**config.mk**
```make
export PLATFORM = sky130hd
export DESIGN_NAME = register_bank
export DESIGN_NICKNAME = d
export VERILOG_FILES = /design/src/rtl/register_bank.sv
export SDC_FILE = /design/constraint.sdc
export NUM_CORES = 1
export LEC_CHECK = 0
export CAP_MARGIN = 0
export CORE_MARGIN = 2
export CORE_UTILIZATION = 40
export DETAILED_ROUTE_END_ITERATION = 12
export GPL_TIMING_DRIVEN = 0
export HOLD_SLACK_MARGIN = 0.02
export SLEW_MARGIN = 20
export SYNTH_ARGS = -nofsm -noshare
export SYNTH_HDL_FRONTEND = slang
export SYNTH_SLANG_ARGS = --single-unit
```
**constraint.sdc**
```tcl
create_clock -name clk -period 2.92 [get_ports clk]
set_input_delay 0.584 -clock clk [delete_from_list [all_inputs] [get_ports clk]]
set_output_delay 0.584 -clock clk [all_outputs]
set_load 0.03 [all_outputs]
```
**src/rtl/register_bank.sv**
```systemverilog
// rtl/register_bank.sv - WIDTH x DEPTH register bank: one write port, two registered read ports, busy scoreboard.
// Optional REGISTER_BANK_BYPASS_EN: a same-edge write is forwarded to a read of the same address.
module register_bank #(
    parameter int              WIDTH       = 32,
    parameter int              DEPTH       = 16,
    parameter logic [WIDTH-1:0] RESET_VALUE = '0,
    parameter int              ZERO_REG    = 1,
    localparam int             AW          = $clog2(DEPTH)
) (
    input  logic             clk,
    input  logic             clr,
    input  logic             we,
    input  logic [AW-1:0]    waddr,
    input  logic [WIDTH-1:0] wdata,
    input  logic             re_a,
    input  logic [AW-1:0]    ra_addr,
    input  logic             re_b,
    input  logic [AW-1:0]    rb_addr,
    output logic [WIDTH-1:0] ra_data,
    output logic [WIDTH-1:0] rb_data,
    input  logic             rsv,
    input  logic [AW-1:0]    rsv_addr,
    output logic             busy_a,
    output logic             busy_b,
    output logic [AW:0]      busy_cnt
);

    logic [WIDTH-1:0] regs [DEPTH];
    logic [DEPTH-1:0] busy;
    logic [DEPTH-1:0] busy_next;
    logic             wr_en;
    logic             rsv_en;
    logic             cnt_inc;
    logic             cnt_dec;
    logic [WIDTH-1:0] rd_a_val;
    logic [WIDTH-1:0] rd_b_val;

    function automatic logic [WIDTH-1:0] read_value(input logic [AW-1:0] addr);
        if (ZERO_REG != 0 && addr == '0)
            return '0;
`ifdef REGISTER_BANK_BYPASS_EN
        if (wr_en && waddr == addr)
            return wdata;
`endif
        return regs[addr];
    endfunction

    always_comb begin
        wr_en     = we && !(ZERO_REG != 0 && waddr == '0);
        rsv_en    = rsv && !(ZERO_REG != 0 && rsv_addr == '0);
        busy_next = busy;
        if (we)
            busy_next[waddr] = 1'b0;
        // Reservation wins over a same-edge write: the new producer owns the register.
        if (rsv_en)
            busy_next[rsv_addr] = 1'b1;
        cnt_inc  = rsv_en && !busy[rsv_addr];
        cnt_dec  = we && busy[waddr] && !(rsv_en && rsv_addr == waddr);
        rd_a_val = read_value(ra_addr);
        rd_b_val = read_value(rb_addr);
    end

    always_ff @(posedge clk or negedge clr) begin
        if (!clr) begin
            for (int i = 0; i < DEPTH; i++)
                regs[i] <= (ZERO_REG != 0 && i == 0) ? '0 : RESET_VALUE;
        end else if (wr_en) begin
            regs[waddr] <= wdata;
        end
    end

    always_ff @(posedge clk or negedge clr) begin
        if (!clr) begin
            ra_data <= '0;
            rb_data <= '0;
        end else begin
            if (re_a)
                ra_data <= rd_a_val;
            if (re_b)
                rb_data <= rd_b_val;
        end
    end

    // busy_cnt tracks popcount(busy) incrementally rather than summing the vector.
    always_ff @(posedge clk or negedge clr) begin
        if (!clr) begin
            busy     <= '0;
            busy_cnt <= '0;
        end else begin
            busy <= busy_next;
            case ({cnt_inc, cnt_dec})
                2'b10:   busy_cnt <= busy_cnt + (AW+1)'(1);
                2'b01:   busy_cnt <= busy_cnt - (AW+1)'(1);
                default: busy_cnt <= busy_cnt;
            endcase
        end
    end

    assign busy_a = busy[ra_addr];
    assign busy_b = busy[rb_addr];

endmodule

```
### After elaboration in Yosys (flattened, before gate mapping)

Index checks and enable logic that the tools add are counted.

* bits in registers: 597
* output and inout port bits: 71

* add/sub/neg operators: 2
* magnitude comparators: 10
* eq/ne operators: 3
* muxes and demuxes: 30
* bitwise operators: 6
* reductions and logical operators: 18

Operator list (number)
* $bwmux 512: 1
* $mux 32: 9
* $bmux 32 s4: 2
* $demux 32 s4: 1
* $mux 16: 2
* $lt 4x5->1 const B: 4
* $and 16x16->16: 1
* $bmux 1 s4: 4
* $logic_not 4->1: 4
* $not 16->16: 1
* $or 16x16->16: 1
* $ge 5x5->1 const B: 3
* $not 4->5: 3
* $pmux 5 s2: 1
* $logic_and 1x1->1: 9
* $demux 1 s4: 2
* $ge 4x1->1 const B: 2
* $mux 1: 8
* $add 5x1->5 const B: 1
* $lt 5x1->1 const B: 1
* $sub 5x1->5 const B: 1
* $eq 4x4->1: 1
* $logic_not 1->1: 4
* $eq 2x1->1 const B: 1
* other kinds (2): 2

### Depth between registers and ports, before layout

Gate-level depths: netlist (run 1).

* depth after elaboration: 9
* mapped depth: 11
* gate-level depth less buffers: 10

### Worst setup path after synthesis (run 1)

No wires, ideal clock.

* path kind: input -> register
* from: input port rsv_addr[0]
* to: register busy_cnt[4]
* setup time: 81 ps
* arrival time: 3148 ps
* data required time: 2839 ps
* setup slack: -309 ps
* stages: 11
* buffers on the path: 1
* path through: buf_2 -> mux4_2 -> mux2_2 -> a22oi_1 -> nand3_1 -> ha_1 -> fa_1 -> a21o_1 -> a21oi_1 -> mux2i_1 -> xnor2_1

* cells in the longest elaborated chain, start to end: 8

RTL lines
* from (decl): RTL line 22 `input logic [AW-1:0] rsv_addr,`
* parallel branches: the longest is 8 deep, another holds $pmux 5 s2
* to (signal assigned): RTL line 92 `2'b10: busy_cnt <= busy_cnt + (AW+1)'(1);`
* to (signal assigned): RTL line 93 `2'b01: busy_cnt <= busy_cnt - (AW+1)'(1);`
* to (signal assigned): RTL line 94 `default: busy_cnt <= busy_cnt;`
* to (decl): RTL line 25 `output logic [AW:0] busy_cnt`

Parallel ways; which one is timed is not known. The select of a mux whose other input is x is not followed.
A chain may end at the register's enable or synchronous reset.

### Worst setup path in the final report (run 1)

* from: input port rb_addr[2]
* to: output port busy_b

* cells in the longest elaborated chain, start to end: 2

RTL lines
* from (decl): RTL line 18 `input logic [AW-1:0] rb_addr,`
* $bmux 1 s4: RTL line 100 `assign busy_b = busy[rb_addr];`
* $mux 1 (implied by the code): RTL line 100
* to (decl): RTL line 24 `output logic busy_b,`

No other way between the ends. The select of a mux whose other input is x is not followed.

==> results of run 1 <==
[cells by family after synthesis]
group,synth area share
multiplexers,0.390
flip-flops,0.488
AO/OA/AOI/OAI,0.0671
buffers and inverters,0.0382
AND/OR/NAND/NOR,0.0130
XOR/XNOR,0.00200
adder cells (fa/ha/maj),0.00229
[metrics by stage]
stage / cell area (um^2) / hold slack, ns / total power [uW] / utilization / setup TNS, ns
after floorplan: 30600 / 0.288 / 15400 / - / -0.0476
after global placement: 33000 / 0.452 / 17300 / 0.436 / -
after detailed placement: 33200 / 0.429 / 17600 / 0.438 / -124.19
after CTS: 35600 / 0.384 / 26300 / 0.469 / 0
after global routing: 35600 / 0.405 / 27400 / 0.470 / -0.140
final: 35600 / 0.397 / 26200 / 0.470 / 0
[routing by layer]
layer | part of all wire | global-route usage
met5 | 0.000092 | 0
met4 | 0.036 | 0.0967
met3 | 0.075 | 0.0667
met2 | 0.47 | 0.397
met1 | 0.42 | 0.330
[power by group through the flow]
| stage | Clock [uW] | Combinational [uW] | Sequential (uW) |
|---|---|---|---|
| after floorplan | 0 | 3840 | 11600 |
| after CTS | 8790 | 6050 | 11500 |
| after global placement | 0 | 5820 | 11500 |
| after global routing | 9160 | 6510 | 11700 |
| final | 8660 | 6050 | 11500 |
| after detailed placement | 0 | 6020 | 11600 |
[registers in the layout, indices dropped and copies added (netlist names)]
register / count
ra_data: 32
regs: 511
busy: 16
busy_cnt: 5
rb_data: 32
[how the worst min path moves through the flow]
stage                           from                    end  slack [ns]  cells past startpoint
4_1_cts                          clr  regs[222]$_DFFE_PN0P_        0.38                      2
5_1_grt                          clr  regs[222]$_DFFE_PN0P_        0.40                      2
2_1_floorplan                    clr      busy[0]$_DFF_PN0_        0.29                      0
3_3_place_gp   regs[490]$_DFFE_PN0P_  regs[490]$_DFFE_PN0P_        0.45                      1
6_report                         clr  regs[222]$_DFFE_PN0P_        0.40                      2
3_5_place_dp                     clr   regs[92]$_DFFE_PN0P_        0.43                      1
[worst max-delay path, stage by stage]
cell and delay, ns:
buf_2 0.26, buf_4 0.29, buf_4 0.27, mux4_2 0.23, mux2i_1 0.07, a21oi_1 0.37
buf_4 0.24
[area by class of cell]
type	count	area [um^2]	share of cell area
inverter	4	15.0	0.000422
multi-input combinational	1322	14500	0.408
buffer	237	1220	0.0344
clock buffer	102	2070	0.0582
clock inverter	19	179	0.00503
sequential	596	14900	0.419
timing repair buffer	132	1430	0.0402
tap	978	1220	0.0344
[what timing repair did]
item                                    4_1_cts  5_1_grt
endpoints found under the setup margin        7        2
setup buffers                                 1        4
pin swaps                                     1        4
gates resized for setup                      41        3
hold endpoints to repair                     12        0
hold buffers                                  1        0
[placed cells by master (no fill, tap or decap), drive strengths merged, types with 3 or more instances in the layout]
cell type      synthesis  layout
nor2b                 10      10
a22oi                125     125
clkinv                 0      10
dfrtp                596     596
nand2                 13      13
buf                  133     149
a21oi                  5       5
clkinvlp               0       3
clkbuf               104     207
mux4                 145     145
nor3                   4       4
ha                     4       4
inv                    4       8
or3                    4       4
mux2i                317     317
mux2                 486     486
nand3                  3       3
nor2                  17      17
o21ai                 84      84
xnor2                  6       6
nand3b                 4       4
and2                   4       4
clkdlybuf4s50          0     109
dlygate4sd2            0       3
a32oi                 62      62
a211oi                 4       4
nand2b                 8       8
==> key figures, run 1 <==
Final layout
  • Antenna Cells: 0
  • Proportion of layout cells with a drive suffix above 1: 0.372
  • Final net count: 2,421
  • Fill cells: 6,631
  • Filler-free cell count of the finished design: 3,390
  • P&R area growth vs syn: 16.4%

Yosys
  • Register bit total from synthesis: 596
  • Synth async-reset ratio: 1.00
  • Post-synth EDFFs: 0
  • Synthesized cell area: 30,600 um^2
  • Ys flop type: dfrtp_1
  • Netlist cell types: 43
  • Sequential-to-total area share from yosys stat: 0.488
  • Synth warn: 0
  • Post-Synthesis Cells: 2,159
  • Post-synth top area cell: dfrtp_1
  • Mapped Nets: 2,218
  • Synth top area share: 0.488
  • Synth top area cells: dfrtp_1 (49%), mux2_2 (18%), mux4_2 (11%), mux2i_1 (10%), a22oi_1 (3.1%)
  • Most frequent cells after synthesis: dfrtp_1 (596), mux2_2 (484), mux2i_1 (317), mux4_2 (145), a22oi_1 (125)
  • Most frequent cell after synthesis: dfrtp_1
  • Avg Inst Size Synth: 14.2 um^2

Setup path
  • RR Startpoint: busy[9]$_DFF_PN0_
  • Setup crit end: busy_b
  • RR Endpoint: busy_cnt[4]$_DFFE_PN0P_
  • Data required, critical path: 2.34 ns
  • R2R cell count: 10
  • Crit. End Element: output port
  • CP max FO: 10
  • R2r setup slk: 0.05 ns
  • WP data arrival: 2.33 ns
  • CP Launch Type: primary input
  • Critical path origin: rb_addr[2]
  • Worst setup path class: primary input to output port

CTS
  • Clock tree buffer depth: 3
  • Clock Latency Late Sink: 0.62 ns
  • H-tree levels: 3
  • Clock root cell: clkbuf_16
  • CTS sink cnt: 596
  • Clk pin slew, worst setup/hold paths: 0.06 ns
  • TritonCTS Buffers: 69
  • CTS tree: built

Route
  • Drt initial violations: 1,626
  • Via density: 6.05
  • Drt first pass iters: 5
  • DR WL/cell: 28.9 um
  • Post-route ant nets: 0
  • Total number of vias: 20,500
  • Wirelength, routed: 97,900 um
  • DRC viols: 0

Global route
  • Global-route usage over all layers: 0.251
  • Vias in the first global route: 21,900
  • Pin count of the biggest net entering global routing: 97
  • Grt total ovfl: 0
  • First-pass GRT wire length: 145,000 um
  • Initial antenna violation count: 1

Power and ir drop
  • Seq pwr share: 0.439
  • Sw frac: 0.296
  • Clock power frac: 0.330
  • Static leakage: 0.0154 uW
  • Cell Pwr Density: 736 nW/um^2
  • Pint: 18,500 uW
  • Worst IR drop on VDD: 0.365 mV
  • Net load switching power: 7760 uW
  • Comb power frac: 0.231

Timing
  • Worst slew pin tran: 1.13 ns
  • Final period util: 0.996
  • Max Clock Freq: 0.344 GHz
  • Fin crit period: 2.91 ns
  • RSZ-0062 raised after global routing: true
  • # setup viols final: 0
  • Final hold viol count: 0
  • Rel. slew slack: 0.250
  • Setup slack after layout: 0.0109 ns
  • Final Skew: 0.0285 ns
  • Pins Over Slew Limit: 0

Placed design
  • Placement-stage worst setup slack: -1.18 ns
  • RD Place Congestion: 0.890
  • Port Buffers: 118
  • DP HPWL: 67,300 um
  • Placed insts: 3,262

Die
  • CORE AREA: 75,800 um^2
  • Die ar.: 78,700 um^2
  • Starting utilization of the core area: 0.403
  • # rows: 101
  • Die H: 281 um
  • Chip width: 281 um
  • Io pins: 125

Hold path
  • HP Class: primary input to async pin

Run
  • Max Cap Viol: 0

Outcome
  • Status: completed
(Power assumes the default switching activity.)
==> inputs of run 2 (changes only) <==
--- a/config.mk
+++ b/config.mk
@@ -11,6 +11,7 @@
 export DETAILED_ROUTE_END_ITERATION = 12
 export GPL_TIMING_DRIVEN = 0
 export HOLD_SLACK_MARGIN = 0.02
+export SKIP_CTS_REPAIR_TIMING = 1
 export SLEW_MARGIN = 20
 export SYNTH_ARGS = -nofsm -noshare
 export SYNTH_HDL_FRONTEND = slang
==> key figures, run 2 (synthesized netlist as in run 1, its figures left out) <==
Outcome
  • Status: finished, violations left
  • Failing checks: negative setup slack

Global route
  • Grt total ovfl: 0
  • Global-route usage over all layers: 0.251
  • Vias in the first global route: 21,800
  • Pin count of the biggest net entering global routing: 97
  • Initial antenna violation count: 1
  • First-pass GRT wire length: 145,000 um

Setup path
  • WP data arrival: 2.35 ns
  • Crit-path max cell delay: 0.34 ns
  • CP max FO: 10
  • Cell Chain, Critical Path: buf_2 -> buf_4 -> buf_4 -> mux4_2 -> mux2i_1 -> a21oi_1 -> buf_2
  • CP Launch Type: primary input
  • Buffers & Inverters on Critical Path: 4
  • Largest delay share family, worst path: buffers and inverters
  • Crit. End Element: output port
  • Data required, critical path: 2.34 ns
  • Worst setup path class: primary input to output port
  • Slowest CP cell: a21oi_1

Placed design
  • DP HPWL: 67,300 um
  • RD Place Congestion: 0.890
  • Port Buffers: 118
  • Placed insts: 3,262
  • Placement-stage worst setup slack: -1.18 ns
  • Placed Area: 33,200 um^2

Power and ir drop
  • Clock power frac: 0.330
  • Static leakage: 0.0154 uW
  • Cell Pwr Density: 736 nW/um^2
  • Sw frac: 0.296
  • Comb power frac: 0.231
  • Net load switching power: 7770 uW
  • Worst IR drop on VDD: 0.363 mV
  • Pint: 18,500 uW
  • Seq pwr share: 0.439

Final layout
  • Reg with most FFs: regs
  • Commonest non-fill, non-tap cell in the layout: dfrtp_1
  • Top Registers: regs x511, ra_data x32, rb_data x32
  • Commonest non-fill, non-tap cells in the layout: dfrtp_1 (596), mux2_2 (483), mux2i_1 (317)
  • Finished Core Util: 0.470
  • Filler-free cell count of the finished design: 3,392
  • Largest register FFs: 511
  • Finished layout cell area: 35,600 um^2
  • Final net count: 2,423
  • Proportion of layout cells with a drive suffix above 1: 0.372
  • P&R area growth vs syn: 16.5%
  • Antenna Cells: 0

Run
  • Max Cap Viol: 0

CTS
  • CTS tree: built
  • Clock root cell: clkbuf_16
  • Clk pin slew, worst setup/hold paths: 0.06 ns
  • Clock Latency Late Sink: 0.62 ns
  • CTS sink cnt: 596
  • H-tree levels: 3
  • TritonCTS Buffers: 69
  • Clock tree buffer depth: 3

Die
  • Die ar.: 78,700 um^2
  • Starting utilization of the core area: 0.403
  • Io pins: 125
  • Chip width: 281 um
  • CORE AREA: 75,800 um^2
  • Die H: 281 um
  • # rows: 101

Route
  • Via density: 6.05
  • Drt initial violations: 1,570
  • Wirelength, routed: 98,100 um
  • Total number of vias: 20,500
  • DR WL/cell: 28.9 um
  • Drt first pass iters: 5
  • Post-route ant nets: 0
  • DRC viols: 0

Timing
  • Final period util: 1.01
  • Final Skew: 0.0265 ns
  • Final hold viol count: 0
  • Final hold slack: 0.401 ns
  • Setup slack after layout: -0.0155 ns
  • # setup viols final: 2
  • RSZ-0062 raised after global routing: true
  • Worst slew pin tran: 1.18 ns
  • Pins Over Slew Limit: 0
  • Rel. slew slack: 0.213
  • Fin crit period: 2.94 ns
  • Max Clock Freq: 0.341 GHz

Hold path
  • HP Class: primary input to async pin
==> run 2: through the flow <==
step                TNS (ns)  total power [uW]
finish               -0.0195             26200
global route          -0.104             27400
CTS                    -3.37             26300
detailed placement   -124.19             17600
global placement           -             17300
floorplan            -0.0476             15400
==> run 2: per-layer routing <==
layer	up-vias	GRT usage	share of wire
met5	-	0	0.000092
met4	2	0.0961	0.037
met3	208	0.0642	0.075
met2	768	0.397	0.46
met1	10900	0.332	0.42
li1	8646	-	-
==> run 2: final timing paths <==
kind	slack (ns)	to	depth (start not counted)	startpoint
hold / removal	0.40	regs[254]$_DFFE_PN0P_	2	clr
setup / recovery	-0.02	busy_a	7	ra_addr[2]
min in group clk	0.47	regs[487]$_DFFE_PN0P_	1	regs[487]$_DFFE_PN0P_
max in group asynchronous	1.01	rb_data[14]$_DFFE_PN0P_	5	clr
hold reg to reg	0.47	regs[487]$_DFFE_PN0P_	1	regs[487]$_DFFE_PN0P_
setup reg to reg	0.05	busy_cnt[4]$_DFFE_PN0P_	10	busy[11]$_DFF_PN0_
==> run 2: cell type report <==
cell class	instances	area, um^2
Fill cell	6629	40200
Sequential cell	596	14900
Multi-Input combinational cell	1322	14500
Clock buffer	102	2070
Timing Repair Buffer	134	1460
Tap cell	978	1220
Buffer	237	1220
Clock inverter	19	179
Inverter	4	15.0
==> run 2: power groups by stage <==
stage / clock network [uW] / registers [uW] / logic [uW]
floorplan: 0 / 11600 / 3840
global placement: 0 / 11500 / 5820
detailed placement: 0 / 11600 / 6020
CTS: 8790 / 11500 / 6030
global route: 9160 / 11700 / 6520
finish: 8660 / 11500 / 6060
==> run 2: worst reg2reg max path, cell delays in order, from the launching register on <==
cell	delay [ns]
dfrtp_1	0.43
mux4_2	0.49
mux2_4	0.28
a22oi_2	0.24
nand3_4	0.15
ha_4	0.21
fa_2	0.35
a21o_1	0.17
a21oi_2	0.13
mux2i_1	0.23
xnor2_1	0.13
